<file path="src/rtl/fifo_pkg.sv">
// Shared types and helpers for the asynchronous FIFO pointer/flag logic.
package fifo_pkg;

  localparam int unsigned DefaultN          = 4;
  localparam int unsigned DefaultSyncStages = 2;

  typedef enum logic [1:0] {
    NOT_FULL,
    FULL_HOLD,
    FULL_WAIT
  } wfull_state_t;

  function automatic logic [31:0] bin2gray(input logic [31:0] b);
    return b ^ (b >> 1);
  endfunction

endpackage

</file>
<file path="src/rtl/flag_sync.sv">
// Multi-stage single-bit synchronizer with a synchronous reset to a chosen value.
module flag_sync #(
  parameter int unsigned STAGES    = 2,
  parameter logic        RESET_VAL = 1'b1
) (
  input  logic clk,
  input  logic rst,
  input  logic d,
  output logic q
);

  logic [STAGES-1:0] stages;

  always_ff @(posedge clk) begin
    if (rst) begin
      stages <= {STAGES{RESET_VAL}};
    end else begin
      stages <= {stages[STAGES-2:0], d};
    end
  end

  assign q = stages[STAGES-1];

endmodule

</file>
<file path="src/rtl/wptr_full_ctrl.sv">
// Write-side binary/Gray pointer owner and registered, overflow-safe full flag.
module wptr_full_ctrl
  import fifo_pkg::*;
#(
  parameter int unsigned n           = DefaultN,
  parameter int unsigned SYNC_STAGES = DefaultSyncStages
) (
  input  logic         wclk,
  input  logic         wrst,
  input  logic         winc,
  input  logic         afull_n,
  input  logic         aalmost_full_n,
  output logic         wen,
  output logic [n-1:0] waddr,
  output logic [n:0]   w_gptr,
  output logic [n:0]   w_galmost_ptr,
  output logic         wfull
);

  localparam int unsigned PW = n + 1;
  localparam int unsigned CW = $clog2(SYNC_STAGES + 1);
  localparam logic [n:0]    One      = PW'(1);
  localparam logic [n:0]    Two      = PW'(2);
  localparam logic [CW-1:0] HoldLast = CW'(SYNC_STAGES - 1);

  logic [n:0]    wbin;
  logic [n:0]    wbin_inc;
  logic [n:0]    wbin_inc2;
  logic [CW-1:0] hold_cnt;
  logic          afull_sync;
  logic          acc;
  wfull_state_t  state;

  flag_sync #(
    .STAGES    (SYNC_STAGES),
    .RESET_VAL (1'b1)
  ) u_afull_sync (
    .clk (wclk),
    .rst (wrst),
    .d   (afull_n),
    .q   (afull_sync)
  );

  assign acc       = winc & ~wfull & ~wrst;
  assign wen       = acc;
  assign waddr     = wbin[n-1:0];
  assign wbin_inc  = wbin + One;
  assign wbin_inc2 = wbin + Two;

  always_ff @(posedge wclk) begin
    if (wrst) begin
      wbin          <= '0;
      w_gptr        <= '0;
      w_galmost_ptr <= PW'(bin2gray(32'd1));
      wfull         <= 1'b0;
      hold_cnt      <= '0;
      state         <= NOT_FULL;
    end else begin
      if (acc) begin
        wbin          <= wbin_inc;
        w_gptr        <= PW'(bin2gray(32'(wbin_inc)));
        w_galmost_ptr <= PW'(bin2gray(32'(wbin_inc2)));
      end
      case (state)
        NOT_FULL: begin
          // Predict full from the almost flag so the filling write itself raises wfull.
          if (acc && !aalmost_full_n) begin
            state    <= FULL_HOLD;
            wfull    <= 1'b1;
            hold_cnt <= '0;
          end
        end
        FULL_HOLD: begin
          // Wait until the synchronizer no longer holds the pre-write "not full" value.
          hold_cnt <= hold_cnt + 1'b1;
          if (hold_cnt == HoldLast) begin
            state <= FULL_WAIT;
          end
        end
        FULL_WAIT: begin
          if (afull_sync) begin
            state <= NOT_FULL;
            wfull <= 1'b0;
          end
        end
        default: begin
          state <= NOT_FULL;
          wfull <= 1'b0;
        end
      endcase
    end
  end

endmodule

</file>
<file path="config.mk">
export PLATFORM = sky130hd
export DESIGN_NAME = wptr_full_ctrl
export DESIGN_NICKNAME = d
export VERILOG_FILES = /design/src/rtl/fifo_pkg.sv /design/src/rtl/flag_sync.sv /design/src/rtl/wptr_full_ctrl.sv
export SDC_FILE = /design/constraint.sdc
export NUM_CORES = 1
export LEC_CHECK = 0
export ABC_AREA = 1
export CAP_MARGIN = 20
export CORE_MARGIN = 2
export CORE_UTILIZATION = 45
export CTS_CLUSTER_DIAMETER = 60
export CTS_CLUSTER_SIZE = 25
export DETAILED_ROUTE_END_ITERATION = 10
export GPL_TIMING_DRIVEN = 1
export PLACE_DENSITY = 0.72
export SYNTH_ARGS = -nofsm -noshare
export SYNTH_HDL_FRONTEND = slang
export SYNTH_SLANG_ARGS = --single-unit
</file>
<file path="constraint.sdc">
create_clock -name wclk -period 3.07 [get_ports wclk]
set_clock_uncertainty 0.1 [all_clocks]
set_input_delay 0.614 -clock wclk [delete_from_list [all_inputs] [get_ports wclk]]
set_output_delay 0.614 -clock wclk [all_outputs]
set_load 0.1 [all_outputs]
</file>
==> results of run 1 <==
-- area by class of cell --
class	instances	area (um^2)
clock buffer	4	26.28
fill	209	807.0
inverter	14	52.55
multi-input combinational	87	474.2
sequential	21	420.4
tap	27	33.78
timing repair buffer	22	187.7
-- report_power, final --
group / leakage [nW] / internal (mW) / total, mW / switching (mW)
Combinational: 0.354 / 0.0310 / 0.118 / 0.0869
Sequential: 0.171 / 0.283 / 0.291 / 0.00802
Clock: 0.0150 / 0.0506 / 0.135 / 0.0845
-- worst min path at each step --
stage / start / end / slack [ns] / cells past startpoint
4_1_cts: u_afull_sync.stages[0] / u_afull_sync.stages[1] / 0.33 / 1
3_5_place_dp: u_afull_sync.stages[0] / u_afull_sync.stages[1] / 0.30 / 1
2_1_floorplan: u_afull_sync.stages[0] / u_afull_sync.stages[1] / 0.29 / 1
3_3_place_gp: u_afull_sync.stages[0] / u_afull_sync.stages[1] / 0.30 / 1
5_1_grt: u_afull_sync.stages[0] / u_afull_sync.stages[1] / 0.34 / 1
6_report: u_afull_sync.stages[0] / u_afull_sync.stages[1] / 0.33 / 1
-- sequential cells by signal (all words and copies together) (netlist names) --
name and flops:
hold_cnt 2, w_galmost_ptr 5, wbin 4, wfull 1, state 2, w_gptr 5, u_afull_sync.stages 2
-- per-layer routing --
metal,up-vias,routed length (um)
met5,-,0
met4,0,12
met3,2,87
met2,18,894
met1,380,883
li1,450,-
-- worst max-delay path: stages --
cell             delay, ns
clkdlybuf4s50_1       0.47
nor3_4                0.27
buf_12                0.21
-- kinds of logic (layout without fill, tap and decap cells) --
family                     Yosys count  in the layout  share of synthesized area
and+or+nand+nor                     56             56                     0.2657
DFF                                 21             21                     0.4313
xor gates and xnor gates             8              8                    0.07189
AOI/OAI and AO/OA                   20             20                     0.1104
buffers and inverters               18             40                    0.08215
adders and majority gates            3              3                    0.03852
-- Yosys cell counts --
cell type / instances
dfxtp_1: 21
nor3_4: 1
a21oi_1: 10
a211oi_1: 1
or2_2: 3
ha_1: 3
buf_6: 1
nand3_1: 13
xor2_1: 6
nand4_1: 1
o21ai_0: 7
nand3b_1: 2
nand2_1: 29
clkbuf_2: 1
clkbuf_1: 1
inv_2: 1
nor2_1: 6
nand2_2: 1
inv_1: 13
o31ai_1: 1
o21a_1: 1
xnor2_1: 2
buf_4: 1
-- metrics by stage --
stage                       util  hold WS, ns
after global placement    0.5838       0.2979
after global routing      0.5969       0.3385
after floorplan                -       0.2895
after CTS                 0.5969       0.3282
after detailed placement  0.5838       0.2989
final                     0.5969       0.3256
==> impl_metrics.ini, run 1 <==
[sta]
relSlewSlack = 0.7965
fin_crit_sh = 0.7440
hold_viol_final = 0
rsz0062_at_grt = no
setup_viol = 0
fin_crit_ns = 2.284
fmax_ghz = 0.4378
slew_violations = 0
layout_setup_ws_ns = 0.7859
tns_ns = 0
worst_slew_pin_slew_ns = 0.3049

[placed_design]
dp_hpwl_um = 1405
dpl_cell_area_mm2 = 0.001169
dp_cells = 171
routabilityCongestion = 0.7641
place_ws_ns = 0.7798
port_buffers = 20

[die]
die_area_mm2 = 0.002554
dieWidth_um = 50.54
io_pins = 21
initial_core_util = 0.4869
core_mm2 = 0.002002
num_rows = 16
die_y_um = 50.54

[clock_network]
clkTransAtPathRegs_ns = 0.12
cts_hold_buf = 0
clock_latency_ns = 0.30
cts_resized = 0
htree_levels = 1
cts_sinks = 21
cts_buffer_depth = 2
numCtsBuffers = 3
cts_tree = built
post_cts_buffers = 0
root_buffer = clkbuf_4

[worst_hold_path]
hold_class = register to register

[grt]
grt_max_degree = 18
grt_pass1_wl_um = 3153
grt-busiest-layer = met2
use_met2 = 0.2610
grt.met1_usage = 0.2109
antenna_found_initial = 0
grt_pass1_vias = 728
grt_usage = 0.1626
grt_overflow = 0
grtUsageMet3 = 0.02679

[synth]
seq_area_frac_synth = 0.4313
synth_fp_nets = 134
syn_avg_cell_area_um2 = 7.736
ys_seq_elements = 21
syn-cell-area_um2 = 974.7
yosys_warnings = 0
synthTopCellsByArea = dfxtp_1, nand2_1, nand3_1
yosysTopAreaCell = dfxtp_1
yosysTopAreaCellShare = 0.4313
ys_types = 23
synthCells = 126

[worst_setup_path]
worstSetupPathType = primary input to output pin
r2r_end = w_gptr[3]
end_kind = output pin
r2r_slack_ns = 1.61
cp-startpoint = wrst
startpoint_type = primary input
rr_worst_depth = 6
r2r_start = wbin[1]
critical_path.max_fanout = 2
worstPathArrival_ns = 1.57
cp-endpoint = wen
worstPathRequired_ns = 2.36

[power]
powerDensity_mw_per_mm2 = 454.9
ir_worst_vdd_mv = 0.2938
power_mw = 0.5435
p_leak_nw = 0.5395

[flow_run]
drv_cap = 0

[drt]
post-route-drc-count = 0
dr.pass1.iters = 4
drt-total-wl_um = 1878
ant_nets = 0
vias = 850
vias_per_cell = 4.857
drt_iter0_drc = 10
wl_per_cell_um = 10.73

[outcome]
status = complete, no violations

[layout]
nets = 157
area_growth_pct = 22.59
finalInstanceArea_mm2 = 0.001195
drive_gt1_frac = 0.1824
antenna_cells = 0
final_cell_mix = nand2_1, dfxtp_1, buf_4, inv_1, nand3_1
finalNonFillerCells = 175
final_common_cell = nand2_1
Power figures use the tool's default switching activity.
==> run 2, diff against run 1 <==
- clock period: 3.07 -> 2.3 ns (I/O delays scaled with it)
==> impl_metrics.ini, run 2 (synthesized netlist as in run 1, its figures left out) <==
[outcome]
status = complete, no violations

[drt]
ant_nets = 0
dr.pass1.iters = 4
drt-total-wl_um = 1872
route.met2.wl_um = 894
post-route-drc-count = 0
top_layer_used = met4
wl_met3_um = 67
vias_per_cell = 4.920
vias = 866
drt_iter0_drc = 16
met1_length_um = 878
wl_per_cell_um = 10.64

[power]
swShare = 0.3296
clockPowerShare = 0.244
power_mw = 0.7230
ir_worst_vdd_mv = 0.5454
combPwrFrac = 0.219
intPower_mw = 0.4847
p_switching_mw = 0.2383
p_leak_nw = 0.5475
powerDensity_mw_per_mm2 = 600.0
seqPwrFrac = 0.537

[clock_network]
root_buffer = clkbuf_4
cts_hold_buf = 0
clock_latency_ns = 0.30
htree_levels = 1
clkTransAtPathRegs_ns = 0.12
cts_sinks = 21
cts_resized = 0
post_cts_buffers = 0
cts_buffer_depth = 2
numCtsBuffers = 3
cts_tree = built

[sta]
fin_hold_ws_ns = 0.3319
slew_violations = 0
tns_ns = 0
worst_slew_pin_slew_ns = 0.3001
fmax_ghz = 0.4789
setup_viol = 0
layout_setup_ws_ns = 0.2119
fin_crit_ns = 2.088
relSlewSlack = 0.7996
fin_crit_sh = 0.9079
hold_viol_final = 0
rsz0062_at_grt = no

[placed_design]
routabilityCongestion = 0.8675
dp_cells = 172
dp_hpwl_um = 1483
port_buffers = 20
place_ws_ns = 0.1987

[layout]
area_growth_pct = 23.62
finalNonFillerCells = 176
biggestRegsByFlops = w_galmost_ptr: 5 flops, w_gptr: 5 flops, wbin: 4 flops
ff_latch_area_um2 = 421.7
multi_input_area_um2 = 474.2
fillers = 198
drive_gt1_frac = 0.2013
antenna_cells = 0
final_cell_mix = nand2_1, dfxtp_1, buf_4, inv_1, nand3_1
nets = 158
final_common_cell = nand2_1

[die]
die_area_mm2 = 0.002554
core_mm2 = 0.002002
dieWidth_um = 50.54
io_pins = 21
die_y_um = 50.54
num_rows = 16
initial_core_util = 0.4869

[grt]
antenna_found_initial = 0
grt_usage = 0.1667
grt_max_degree = 18
grt_pass1_wl_um = 3256
grt_pass1_vias = 795
grt_overflow = 0

[worst_setup_path]
worstSetupPathType = primary input to output pin
slowest_delay_ns = 0.53
critical_path.max_fanout = 6
worstPathArrival_ns = 1.53
worstPathRequired_ns = 1.74
end_kind = output pin
cp_slowest_cell = clkdlybuf4s50_1
crit_chain = clkdlybuf4s50_1 > nor3_4 > buf_12
startpoint_type = primary input

[flow_run]
drv_cap = 0

[worst_hold_path]
hold_class = register to register
run 2: changes by cell type in the layout (fill, tap and decap cells not counted), sizes merged:
cell / before / now
buf: 18 / 19
clkinv: 0 / 1
clkbuf: 4 / 3
run 2: final cells by class:
cell class,instances,share of cell area
Multi-Input combinational cell,87,0.3936
Sequential cell,21,0.3499
Timing Repair Buffer,23,0.1620
Inverter,14,0.04361
Tap cell,27,0.02804
Clock buffer,3,0.01869
Clock inverter,1,0.004154
run 2: worst paths after layout:
check,from,endpoint,slack [ns],cells past startpoint
max,wrst,wen,0.21,3
min,u_afull_sync.stages[0],u_afull_sync.stages[1],0.33,1
max reg2reg,wbin[2],w_gptr[2],0.84,8
min reg2reg,u_afull_sync.stages[0],u_afull_sync.stages[1],0.33,1
run 2: critical path, delay by kind of cell:
kind	cells	cell delay [ns]
buf+inv	2	0.74
simple gates	1	0.32
run 2: routing by layer:
metal / global-route usage / vias to the layer above
met5: 0 / -
met4: 0.05856 / 0
met3: 0.03571 / 4
met2: 0.2939 / 18
met1: 0.1985 / 392
li1: - / 452
run 2: through the flow:
stage,utilization,area (um^2)
global route,0.6019,1205
detailed placement,0.5881,1177
floorplan,-,975.9
finish,0.6019,1205
global placement,0.5881,1177
CTS,0.6019,1205
run 2: power groups by stage:
stage | sequential [mW] | combinational (mW) | clock [mW]
final | 0.388 | 0.158 | 0.177
after global routing | 0.390 | 0.170 | 0.197
after CTS | 0.388 | 0.160 | 0.183
after detailed placement | 0.397 | 0.160 | 0
after global placement | 0.396 | 0.157 | 0
after floorplan | 0.452 | 0.0638 | 0
==> run 3, diff against run 2 <==
- CORE_MARGIN: 2 -> 3
==> impl_metrics.ini, run 3 (synthesized netlist as in run 1, its figures left out) <==
[layout]
final_cell_mix = nand2_1, dfxtp_1, buf_4, inv_1, nand3_1
finalNonFillerCells = 176
drive_gt1_frac = 0.1946
area_growth_pct = 23.49
antenna_cells = 0
biggestRegsByFlops = w_galmost_ptr: 5 flops, w_gptr: 5 flops, wbin: 4 flops
nets = 158
finalInstanceArea_mm2 = 0.001204
final_common_cell = nand2_1

[grt]
antenna_found_initial = 0
grt_max_degree = 18
grt_pass1_wl_um = 3208
grt_overflow = 0
grt_pass1_vias = 802
grt_usage = 0.1570

[clock_network]
post_cts_buffers = 0
cts_tree = built
htree_levels = 1
root_buffer = clkbuf_4
numCtsBuffers = 3
cts_resized = 0
clock_latency_ns = 0.30
cts_sinks = 21
clkTransAtPathRegs_ns = 0.11
cts_buffer_depth = 2
cts_hold_buf = 0

[die]
io_pins = 21
num_rows = 16
initial_core_util = 0.4869
dieWidth_um = 52.54
core_mm2 = 0.002002
die_area_mm2 = 0.002760
die_y_um = 52.54

[sta]
rsz0062_at_grt = no
tns_ns = 0
layout_setup_ws_ns = 0.2715
slew_violations = 0
relSlewSlack = 0.8037
setup_viol = 0
hold_viol_final = 0
fin_crit_ns = 2.029
worst_slew_pin_slew_ns = 0.2933
fin_crit_sh = 0.8820
fmax_ghz = 0.4930

[outcome]
status = complete, no violations

[worst_setup_path]
end_kind = output pin
critical_path.max_fanout = 4
startpoint_type = primary input
worstPathArrival_ns = 1.47
worstSetupPathType = primary input to output pin
worstPathRequired_ns = 1.74

[worst_hold_path]
hold_class = register to register

[drt]
vias_per_cell = 4.886
wl_per_cell_um = 10.34
post-route-drc-count = 0
dr.pass1.iters = 4
vias = 860
ant_nets = 0
drt_iter0_drc = 10
drt-total-wl_um = 1819

[placed_design]
dp_hpwl_um = 1464
dpl_cell_area_mm2 = 0.001177
port_buffers = 20
routabilityCongestion = 0.7979
dp_cells = 172
place_ws_ns = 0.2574

[power]
p_leak_nw = 0.5448
powerDensity_mw_per_mm2 = 598.6
ir_worst_vdd_mv = 0.3638

[flow_run]
drv_cap = 0
-- run 3: cell count changes in the layout (fill, tap and decap cells not counted), sizes merged --
cell	previous run	this run
clkinv	1	0
clkbuf	3	4
-- run 3: stage by stage --
stage	utilization	total power, mW	hold slack, ns
CTS	0.6013	0.7316	0.3281
global route	0.6013	0.7580	0.3385
finish	0.6013	0.7205	0.3241
detailed placement	0.5881	0.5560	0.2971
floorplan	-	0.5162	0.2895
global placement	0.5881	0.5536	0.2951
-- run 3: critical path: stages --
cell and delay [ns]:
clkdlybuf4s50_1 0.50, nor3_4 0.30, buf_12 0.21
-- run 3: power by group --
part / internal, mW / total (mW) / switching (mW)
logic: 0.0425 / 0.158 / 0.115
clock network: 0.0675 / 0.175 / 0.107
registers: 0.377 / 0.388 / 0.0109
total: 0.487 / 0.721 / 0.233
-- run 3: layer usage --
metal  routed length [um]  vias up  GRT usage  share of wire
met4                   13        0    0.06383         0.0071
li1                     -      455          -              -
met5                    0        -          0              0
met3                   75        2    0.02564          0.041
met2                  902       15     0.2893           0.50
met1                  827      388     0.1754           0.45
-- run 3: final timing paths --
| check | startpoint | to | slack, ns | depth (start not counted) |
|---|---|---|---|---|
| min | u_afull_sync.stages[0] | u_afull_sync.stages[1] | 0.32 | 1 |
| max | wrst | wen | 0.27 | 3 |
| min reg2reg | u_afull_sync.stages[0] | u_afull_sync.stages[1] | 0.32 | 1 |
| max reg2reg | wbin[2] | w_gptr[2] | 0.84 | 8 |
-- run 3: cell type report --
class | instances | area, um^2
flip-flops and latches | 21 | 421.7
multi-input cells | 87 | 474.2
well taps | 27 | 33.78
repair buffers | 23 | 195.2
fillers | 206 | 798.3
clock buffers | 4 | 26.28
inverters | 14 | 52.55
